`src/rtl/id_inst_buffer_if.sv`:
```
// Handshake bundle between IF, the instruction buffer and ID.
// master = IF/ID side, slave = id_inst_buffer.
interface id_inst_buffer_if #(
  parameter int DEPTH   = 4,
  parameter int PC_WD   = 32,
  parameter int INST_WD = 32
);
  localparam int CW = $clog2(DEPTH) + 1;

  logic               req_valid;
  logic [PC_WD-1:0]   req_pc;
  logic               fetch_ready;
  logic [INST_WD-1:0] inst_sram_rdata;
  logic               out_valid;
  logic [PC_WD-1:0]   out_pc;
  logic [INST_WD-1:0] out_inst;
  logic               out_ready;
  logic               flush;
  logic               keep_one;
  logic [CW-1:0]      count;

  modport master (
    output req_valid, req_pc, inst_sram_rdata, out_ready, flush, keep_one,
    input  fetch_ready, out_valid, out_pc, out_inst, count
  );

  modport slave (
    input  req_valid, req_pc, inst_sram_rdata, out_ready, flush, keep_one,
    output fetch_ready, out_valid, out_pc, out_inst, count
  );
endinterface

```
`src/rtl/id_inst_buffer.sv`:
```
// IF->ID instruction buffer: pairs each SRAM response with its fetch PC and queues
// DEPTH {pc, inst} entries with branch flush. Define IBUF_BYPASS_EN for empty-buffer bypass.
module id_inst_buffer #(
  parameter int DEPTH   = 4,
  parameter int PC_WD   = 32,
  parameter int INST_WD = 32
) (
  input  logic             clk,
  input  logic             rst,
  id_inst_buffer_if.slave  bus
);
  localparam int AW = $clog2(DEPTH);
  localparam int CW = AW + 1;
  localparam logic [CW:0] DEPTH_W = (CW+1)'(DEPTH);

  logic [PC_WD-1:0]   mem_pc_q   [DEPTH];
  logic [INST_WD-1:0] mem_inst_q [DEPTH];

  logic [AW-1:0]    rp_q, rp_d;
  logic [AW-1:0]    wp_q, wp_d;
  logic [CW-1:0]    count_q, count_d;
  logic             pend_q, pend_d;
  logic [PC_WD-1:0] pend_pc_q, pend_pc_d;

  logic             byp_hit;
  logic             pop_buf;
  logic             pop_byp;
  logic             arrive;
  logic             wr_en;
  logic             fetch_ok;
  logic [CW-1:0]    cnt_left;

  always_comb begin
`ifdef IBUF_BYPASS_EN
    byp_hit = (count_q == '0) && pend_q && !(bus.flush && !bus.keep_one);
`else
    byp_hit = 1'b0;
`endif

    bus.out_valid = (count_q != '0) || byp_hit;
`ifdef IBUF_BYPASS_EN
    bus.out_pc    = byp_hit ? pend_pc_q : mem_pc_q[rp_q];
    bus.out_inst  = byp_hit ? bus.inst_sram_rdata : mem_inst_q[rp_q];
`else
    bus.out_pc    = mem_pc_q[rp_q];
    bus.out_inst  = mem_inst_q[rp_q];
`endif
    bus.count     = count_q;

    // A pop in this cycle deliberately grants no fetch credit.
    fetch_ok        = ((CW+1)'(count_q) + (CW+1)'(pend_q)) < DEPTH_W;
    bus.fetch_ready = fetch_ok;

    pop_buf  = (count_q != '0) && bus.out_ready;
    pop_byp  = byp_hit && bus.out_ready;
    rp_d     = rp_q + AW'(pop_buf);
    cnt_left = count_q - CW'(pop_buf);
    arrive   = pend_q && !pop_byp;

    wr_en   = 1'b0;
    wp_d    = wp_q;
    count_d = cnt_left;

    // Flush resolves after the pop; keep_one falls through to a normal push
    // when only the arriving response is left to keep.
    if (bus.flush && !bus.keep_one) begin
      count_d = '0;
      wp_d    = rp_d;
    end else if (bus.flush && bus.keep_one && (cnt_left != '0)) begin
      count_d = CW'(1);
      wp_d    = rp_d + AW'(1);
    end else if (arrive) begin
      wr_en   = 1'b1;
      wp_d    = wp_q + AW'(1);
      count_d = cnt_left + CW'(1);
    end

    pend_d    = bus.req_valid && fetch_ok;
    pend_pc_d = pend_d ? bus.req_pc : pend_pc_q;
  end

  always_ff @(posedge clk) begin
    if (!rst) begin
      rp_q      <= '0;
      wp_q      <= '0;
      count_q   <= '0;
      pend_q    <= 1'b0;
      pend_pc_q <= '0;
    end else begin
      rp_q      <= rp_d;
      wp_q      <= wp_d;
      count_q   <= count_d;
      pend_q    <= pend_d;
      pend_pc_q <= pend_pc_d;
    end
  end

  // Entry storage is not reset; count_q alone decides what is valid.
  always_ff @(posedge clk) begin
    if (rst && wr_en) begin
      mem_pc_q[wp_q]   <= pend_pc_q;
      mem_inst_q[wp_q] <= bus.inst_sram_rdata;
    end
  end
endmodule
```
`src/flat_wrapper.sv`:
```
// flat-port wrapper written by rule: the top's interface ports become plain ports
module id_inst_buffer_flat 
#(
  parameter int DEPTH   = 4,
  parameter int PC_WD   = 32,
  parameter int INST_WD = 32
)
  (clk, rst, bus_req_valid, bus_req_pc, bus_inst_sram_rdata, bus_out_ready, bus_flush, bus_keep_one, bus_fetch_ready, bus_out_valid, bus_out_pc, bus_out_inst, bus_count);
  id_inst_buffer_if #(.DEPTH(DEPTH), .PC_WD(PC_WD), .INST_WD(INST_WD)) bus_i ();
  input  logic clk;
  input  logic rst;
  input wire logic [$bits(bus_i.req_valid)-1:0] bus_req_valid;
  input wire logic [$bits(bus_i.req_pc)-1:0] bus_req_pc;
  input wire logic [$bits(bus_i.inst_sram_rdata)-1:0] bus_inst_sram_rdata;
  input wire logic [$bits(bus_i.out_ready)-1:0] bus_out_ready;
  input wire logic [$bits(bus_i.flush)-1:0] bus_flush;
  input wire logic [$bits(bus_i.keep_one)-1:0] bus_keep_one;
  output wire logic [$bits(bus_i.fetch_ready)-1:0] bus_fetch_ready;
  output wire logic [$bits(bus_i.out_valid)-1:0] bus_out_valid;
  output wire logic [$bits(bus_i.out_pc)-1:0] bus_out_pc;
  output wire logic [$bits(bus_i.out_inst)-1:0] bus_out_inst;
  output wire logic [$bits(bus_i.count)-1:0] bus_count;
  assign bus_i.req_valid = bus_req_valid;
  assign bus_i.req_pc = bus_req_pc;
  assign bus_i.inst_sram_rdata = bus_inst_sram_rdata;
  assign bus_i.out_ready = bus_out_ready;
  assign bus_i.flush = bus_flush;
  assign bus_i.keep_one = bus_keep_one;
  assign bus_fetch_ready = bus_i.fetch_ready;
  assign bus_out_valid = bus_i.out_valid;
  assign bus_out_pc = bus_i.out_pc;
  assign bus_out_inst = bus_i.out_inst;
  assign bus_count = bus_i.count;
  id_inst_buffer #(.DEPTH(DEPTH), .PC_WD(PC_WD), .INST_WD(INST_WD)) u_core (.clk(clk), .rst(rst), .bus(bus_i));
endmodule
```
`config.mk`:
```
export PLATFORM = sky130hd
export DESIGN_NAME = id_inst_buffer_flat
export DESIGN_NICKNAME = d
export VERILOG_FILES = /design/src/rtl/id_inst_buffer_if.sv /design/src/rtl/id_inst_buffer.sv /design/src/flat_wrapper.sv
export SDC_FILE = /design/constraint.sdc
export NUM_CORES = 1
export LEC_CHECK = 0
export CAP_MARGIN = 20
export CORE_UTILIZATION = 50
export DETAILED_ROUTE_END_ITERATION = 12
export DONT_BUFFER_PORTS = 1
export REMOVE_ABC_BUFFERS = 1
export SYNTH_ARGS = -nofsm -noshare
export SYNTH_HDL_FRONTEND = slang
export SYNTH_SLANG_ARGS = --single-unit
```
`constraint.sdc`:
```
create_clock -name clk -period 10.7 [get_ports clk]
set_clock_uncertainty 0.15 [all_clocks]
set_input_delay 2.14 -clock clk [delete_from_list [all_inputs] [get_ports clk]]
set_output_delay 2.14 -clock clk [all_outputs]
set_load 0.02 [all_outputs]
```
# Word-level counts from Yosys, hierarchy flattened

Memories as Yosys holds them, arrays and structs flattened. A register that Yosys moved wholly into a read port is not among the register bits.
Index checks and enable logic that the tools add are counted.

Reduce and logical (&&, ||, !) cells: 12
Bitwise operators: 1
Muxes and demuxes: 12
Add/subtract/negate cells: 6
Magnitude comparators: 1

Operator list:

| operator            | number |
|---|---|
| $mux 2              | 5 |
| $reduce_bool 3->1   | 3 |
| $logic_and 1x1->1   | 6 |
| $mux 1              | 6 |
| $add 2x1->2 const B | 2 |
| $add 3x1->4         | 1 |
| $lt 4x3->1 const B  | 1 |
| $add 3x1->3 const B | 1 |
| $mux 3              | 1 |
| $reduce_or 3->1     | 1 |
| $sub 3x1->3         | 1 |
| $add 2x1->2         | 1 |
| $reduce_or 2->1     | 1 |
| $logic_not 1->1     | 1 |
| $not 1->1           | 1 |

Logic and storage cells: 40
RAM bits: 256
Flip-flop bits (word level): 40
Memories: 2
Output and inout bits: 69
Bits of input ports: 70

Memories:

| memory            | words | width | rd ports | clocked after Yosys merged registers in | wr ports | line                 | RTL |
|---|---|---|---|---|---|---|---|
| u_core.mem_inst_q | 4     | 32    | 1        | 1                                       | 1        | id_inst_buffer.sv:17 | `logic [INST_WD-1:0] mem_inst_q [DEPTH];` |
| u_core.mem_pc_q   | 4     | 32    | 1        | 1                                       | 1        | id_inst_buffer.sv:16 | `logic [PC_WD-1:0] mem_pc_q [DEPTH];` |

# Depth between registers and ports, before layout

Gate-level depths: netlist of the first run.

Depth in word-level cells: 10
Gate-level depth with buffers: 9
Gate-level depth less buffers: 9

# Least setup slack after synthesis of the first run

No wires, ideal clock.

Kind: in2reg
Start: input bus_out_ready
End: memory u_core.mem_inst_q[0][0] (enable)
Path slack: 2.390 ns
Path buffers: 0
Required time: 9.985 ns
Stages on the path: 8
Arrival time: 7.595 ns
Library setup time: 0.565 ns
Cells stage by stage: and2_1 -> ha_1 -> ha_1 -> ha_1 -> nand3_1 -> o22ai_1 -> nand2_1 -> nor3_1

Cells in the longest elaborated chain, start to end: 9

Ends and longest elaborated chain:

| element                      | line                  | RTL |
|---|---|---|
| start, declared              | flat_wrapper.sv:15    | `input wire logic [$bits(bus_i.out_ready)-1:0] bus_out_ready;` |
| $logic_and 1x1->1            | id_inst_buffer.sv:54  | `pop_buf = (count_q != '0) && bus.out_ready;` |
| $sub 3x1->3                  | id_inst_buffer.sv:57  | `cnt_left = count_q - CW'(pop_buf);` |
| $reduce_bool 3->1            | id_inst_buffer.sv:69  | `end else if (bus.flush && bus.keep_one && (cnt_left != '0)) begin` |
| $logic_and 1x1->1            | id_inst_buffer.sv:69  |  |
| $mux 1                       | id_inst_buffer.sv:69  |  |
| $mux 1                       | id_inst_buffer.sv:66  | `if (bus.flush && !bus.keep_one) begin` |
| $logic_and 1x1->1            | id_inst_buffer.sv:100 | `if (rst && wr_en) begin` |
| $mux 1                       | id_inst_buffer.sv:100 |  |
| $mux 1 (implied by the code) | id_inst_buffer.sv:102 | `mem_inst_q[wp_q] <= bus.inst_sram_rdata;` |
| end, declared                | id_inst_buffer.sv:17  |  |

Every way passes these cells.

==> impl_metrics.yaml, run 1 <==
run_status:
  outcome: "finished, final reports clean"
timing:
  setup-tns-final_ps: 0
  worstMarginPinSlew_ps: 1030
  finalCritPeriodShare: 0.465
  slew_headroom: 0.313
  finalCriticalPeriod_ps: 4980
  finalHoldViolCount: 0
  rsz0062_at_grt: "false"
  maxSlewViolCount: 0
  fmax_mhz: 201
  finalSetupViolations: 0
yosys:
  synth_xor_area_frac: 0.00474
  syn_area_um2: 10800
  synthDistinctLibCells: 32
  synth.yosys.seq_area_share: 0.785
  yosys.area_share.simple: 0.0331
  synth_adder_area_share: 0.00579
  synth_top_family_by_area: "multiplexers"
  ys_ff_latch: 296
  avgSynthCellArea_um2: 20.2
  yosys_warnings: 0
  synthCells: 535
  synth.area.mux_share: 0.134
  synth_compound_area_frac: 0.0229
finish:
  area_growth_syn_to_layout_pct: 11.7
  layout.nets: 628
  finalInstanceArea_um2: 12100
  multi_input_area_um2: 2200
  diodes: 0
  instances_no_fill: 850
  drive_gt1_frac: 0.217
  seq_area_um2: 8500
  nFillCells: 1570
global_routing:
  overflow: 0
  grt_max_degree: 66
  grt_pass1_wl_um: 29400
  grt_usage: 0.177
  first_global_vias: 5170
  grt_antenna_before_repair: 0
worst_setup_path:
  end_kind: "primary output"
  max_stage_delay_ps: 760
  crit_start: "u_core.rp_q[0]"
  required_ps: 8410
  crit_family: "buffers and inverters"
  path_cells: "buf_4 -> mux4_2"
  r2r_start: "u_core.bus.count[0]"
  cp_max_fo: 41
  critPathKind: "flip-flop to primary output"
  cp.arrival_ps: 2690
  cp_slowest_cell: "buf_4"
  cp-start-kind: "flip-flop"
  critPathBufInv: 1
die:
  coreArea_um2: 21100
  die_y_um: 149
  start_util: 0.513
  ioPinCount: 139
  dieArea_um2: 22200
  rows: 53
  die-width_um: 149
clock_tree:
  cts.repair.resized: 0
  clockBufferDepth: 3
  cts_root_buf: "clkbuf_16"
  clock_sinks: 296
  worstSkewPairLatency_ps: 530
  cts_buffers: 29
  cts_tree: "yes"
  clk_pin_slew_ps: 60
  hold_buffers: 0
  htreeDepth: 1
  post-cts-setup-buffer-count: 0
drt:
  vias: 4794
  ant_nets: 0
  wl_per_cell_um: 22.5
  wl_met3_um: 1440
  routed_wl_um: 19100
  drt_iter0_markers: 267
  via_per_inst: 5.64
  wl_met2_um: 9450
  drc_errors: 0
  drt-met1-wl_um: 7960
  firstDrtPassIters: 4
  routed.top_layer: "met4"
placed_design:
  placed_area_um2: 11200
  port_buffers: 0
  place_inst: 797
  routabilityCongestion: 0.770
  hpwl_um: 11200
min_path:
  hold_start: "u_core.pend_pc_q[18]"
  min_path_type: "flip-flop to flip-flop"
pwr:
  ir_worst_vdd_uv: 184
  powerDensity_nw_per_um2: 239
  p_leak_nw: 3.81
job:
  maxCapViolCount: 0
flip-flops by register name (all words and copies together), names as in the netlist:
signal	flops
u_core.rp_q	2
u_core.bus.count	3
u_core.mem_pc_q	128
u_core.wp_q	2
u_core.arrive	1
u_core.mem_inst_q	128
u_core.pend_pc_q	32
stage by stage:
step | total power [W] | setup slack [ps] | util | hold slack [ps]
after floorplan | 0.00184 | 2370 | - | 310
after global placement | 0.00194 | 5310 | 0.529 | 319
after detailed placement | 0.00195 | 5270 | 0.529 | 338
after CTS | 0.00293 | 5580 | 0.573 | 346
after global routing | 0.00301 | 5470 | 0.573 | 363
final | 0.00289 | 5720 | 0.573 | 342
where the power goes:
group          internal (W)  leakage (nW)  total (W)  switching [W]
registers           0.00134          2.66    0.00142      0.0000768
logic              0.000190         0.700   0.000494       0.000304
clock network      0.000581         0.449   0.000979       0.000398
total               0.00211          3.81    0.00289       0.000779
logic make-up (layout without fill, tap and decap cells):
logic type,after synthesis,in the layout
AO/OA/AOI/OAI,43,43
XOR/XNOR,5,5
adder cells (fa/ha/maj),5,5
buffers and inverters,32,72
flip-flops,296,296
multiplexers,65,65
AND/OR/NAND/NOR,89,89
cell usage after synthesis:
cell type / n / area, um^2
nor3_1: 3 / 15.0
mux2i_1: 1 / 10.0
edfxtp_1: 256 / 7690
dfxtp_1: 40 / 801
a21oi_1: 35 / 175
nand2_1: 69 / 259
buf_4: 2 / 15.0
and2_1: 3 / 18.8
nand3_1: 3 / 15.0
a32o_1: 1 / 10.0
buf_2: 9 / 45.0
o211ai_2: 1 / 12.5
o21ai_0: 1 / 5.00
o22a_1: 1 / 8.76
or3_1: 1 / 6.26
o31a_1: 1 / 8.76
inv_1: 6 / 22.5
a31o_1: 1 / 8.76
buf_1: 1 / 3.75
a31oi_2: 1 / 12.5
clkbuf_1: 11 / 41.3
xor2_2: 1 / 16.3
ha_1: 5 / 62.6
o22ai_1: 1 / 6.26
clkinv_1: 1 / 3.75
mux4_2: 64 / 1440
buf_6: 2 / 22.5
xor2_1: 2 / 17.5
nand2b_1: 1 / 6.26
xnor2_1: 2 / 17.5
nor2_1: 8 / 30.0
nor3b_1: 1 / 7.51
worst paths after layout:
check | endpoint | slack, ps | depth (start not counted)
max | bus_out_pc[28] | 5720 | 2
min | u_core.pend_pc_q[18] | 340 | 2
max reg2reg | u_core.mem_pc_q[3][2] | 6450 | 10
min reg2reg | u_core.pend_pc_q[18] | 340 | 2
area by class of cell:
cell class	instances	area share
repair buffers	12	0.00746
multi-input cells	207	0.182
well taps	275	0.0285
clock buffers	41	0.0646
flip-flops and latches	296	0.703
inverters	7	0.00218
clock inverters	12	0.0120
placed cells by master (no fill, tap or decap), types with 2 or more instances in the layout:
cell         n
nand3_1      3
nor2_1       6
clkinv_2     4
nor3_2       2
dfxtp_4      2
xnor2_1      2
xor2_1       2
bufinv_16    3
dfxtp_1     38
buf_4       12
edfxtp_1   256
inv_1        6
and2_1       3
clkbuf_16   29
nor2_4       2
clkinv_1     3
nand2_1     69
a21oi_1     35
ha_1         5
mux4_2      64
clkbuf_1    11
layer usage:
layer	vias up	track usage
met5	-	0
met3	22	0.0532
met1	2469	0.232
li1	2165	-
met2	138	0.287
met4	0	0.0510
tightest hold or removal path: cells and delay by family (launching register included):
kind | cells | cell delay [ps]
flops | 1 | 330
simple gates | 1 | 60
compound gates | 1 | 50
Note: power is estimated with default switching activity, not from simulation.
==> run 2, diff against run 1 <==
- clock period: 10.7 -> 5.1 ns (I/O delays scaled with it)
==> run 2 against run 1 <==
  * Final area increased by 1.2%
  * Routed wire length up 1.3%
  * Clock power increased by 130%
  * Worst setup slack got worse by 4200 ps
  * Combinational power up 110%
  * Critical path type unchanged
==> impl_metrics.yaml, run 2 (synthesis gave the netlist of run 1 again) <==
run_status:
  outcome: "finished, final reports clean"
finish:
  drive_gt1_frac: 0.229
  final_common_cell: "edfxtp_1"
  diodes: 0
  area_growth_syn_to_layout_pct: 13.1
  layout.nets: 628
  reg_top3: "u_core.mem_inst_q x128, u_core.mem_pc_q x128, u_core.pend_pc_q x32"
  utilization: 0.580
  layout_common_cells: "256 x edfxtp_1, 69 x nand2_1, 64 x mux4_2"
placed_design:
  hpwl_um: 10900
  routabilityCongestion: 0.746
  pre_cts_slack_ps: 1490
  port_buffers: 0
worst_setup_path:
  cp.arrival_ps: 2410
  ff2ff_setup_slack_ps: 1530
  r2r_start: "u_core.bus.count[0]"
  reg2reg_depth: 10
  cp_max_fo: 33
  critPathKind: "flip-flop to primary output"
  required_ps: 3930
  end_kind: "primary output"
  cp-start-kind: "flip-flop"
  r2r_end: "u_core.mem_inst_q[2][19]"
timing:
  fmax_mhz: 279
  finalSetupViolations: 0
  finalCritPeriodShare: 0.703
  fin_hold_ws_ps: 338
  worstMarginPinSlew_ps: 1010
  setup-tns-final_ps: 0
  slew_headroom: 0.325
  finalHoldViolCount: 0
  finalCriticalPeriod_ps: 3580
  maxSlewViolCount: 0
  layout_setup_ws_ps: 1520
  rsz0062_at_grt: "false"
drt:
  drt_iter0_markers: 251
  vias: 4845
  drc_errors: 0
  via_per_inst: 5.69
  routed_wl_um: 19400
  ant_nets: 0
  firstDrtPassIters: 4
  wl_per_cell_um: 22.8
pwr:
  powerDensity_nw_per_um2: 516
  p_leak_nw: 3.88
  ir_worst_vdd_uv: 396
die:
  rows: 53
  dieArea_um2: 22200
  die_y_um: 149
  ioPinCount: 139
  start_util: 0.513
  die-width_um: 149
  coreArea_um2: 21100
global_routing:
  grt_antenna_before_repair: 0
  first_global_vias: 5212
  overflow: 0
  grt_usage: 0.179
  grt_pass1_wl_um: 29500
  grt_max_degree: 66
clock_tree:
  clockBufferDepth: 3
  cts_buffers: 30
  cts.repair.resized: 0
  cts_tree: "yes"
  htreeDepth: 1
  clock_sinks: 296
  post-cts-setup-buffer-count: 0
  cts_root_buf: "clkbuf_16"
  worstSkewPairLatency_ps: 540
  clk_pin_slew_ps: 60
  hold_buffers: 0
min_path:
  hold_depth: 0
  holdPathEnd: "u_core.mem_pc_q[0][25]"
  hold_start: "u_core.pend_pc_q[25]"
  min_path_type: "flip-flop to flip-flop"
job:
  maxCapViolCount: 0
-- run 2: cell count changes in the layout (fill, tap and decap cells not counted), sizes merged --
cell / before / now
inv: 7 / 6
bufinv: 3 / 5
clkbuf: 41 / 39
clkinvlp: 1 / 2
buf: 12 / 11
clkinv: 8 / 11
-- run 2: cell type report --
cell class                 instances  area (um^2)
timing repair buffer              11          108
fill                            1580         8860
clock inverter                    17          210
clock buffer                      39          846
tap                              275          344
multi-input combinational        207         2200
sequential                       296         8500
inverter                           7         26.3
-- run 2: metal layers --
metal / wire, um / part of all wire / vias to the layer above / GRT usage
met5: 0 / 0 / - / 0
met4: 399 / 0.021 / 0 / 0.0546
met1: 8030 / 0.41 / 2504 / 0.229
met3: 1680 / 0.087 / 34 / 0.0676
li1: - / - / 2169 / -
met2: 9300 / 0.48 / 138 / 0.284
-- run 2: per-stage QoR --
step	total power [W]	instances	area, um^2
after global routing	0.00656	852	12200
after global placement	0.00408	796	11200
final	0.00630	852	12200
after CTS	0.00638	852	12200
after floorplan	0.00386	510	10700
after detailed placement	0.00410	796	11200
-- run 2: where the power goes --
part	switching (W)	internal, W
logic	0.000632	0.000407
clock network	0.000861	0.00141
registers	0.000174	0.00282
-- run 2: worst max path at each step --
stage | from | to | slack, ps
final | u_core.rp_q[0] | bus_out_pc[5] | 1520
after global placement | bus_out_ready | u_core.mem_inst_q[2][21] | 1570
after floorplan | bus_out_ready | u_core.mem_inst_q[0][0] | -2110
after detailed placement | bus_out_ready | u_core.mem_inst_q[2][21] | 1490
after global routing | u_core.bus.count[0] | u_core.mem_inst_q[2][19] | 1290
after CTS | u_core.rp_q[0] | bus_out_pc[25] | 1430
-- run 2: worst max-delay path, cell delays in order (launching register included) --
cell	delay, ps
dfxtp_4	800
buf_12	370
mux4_2	640
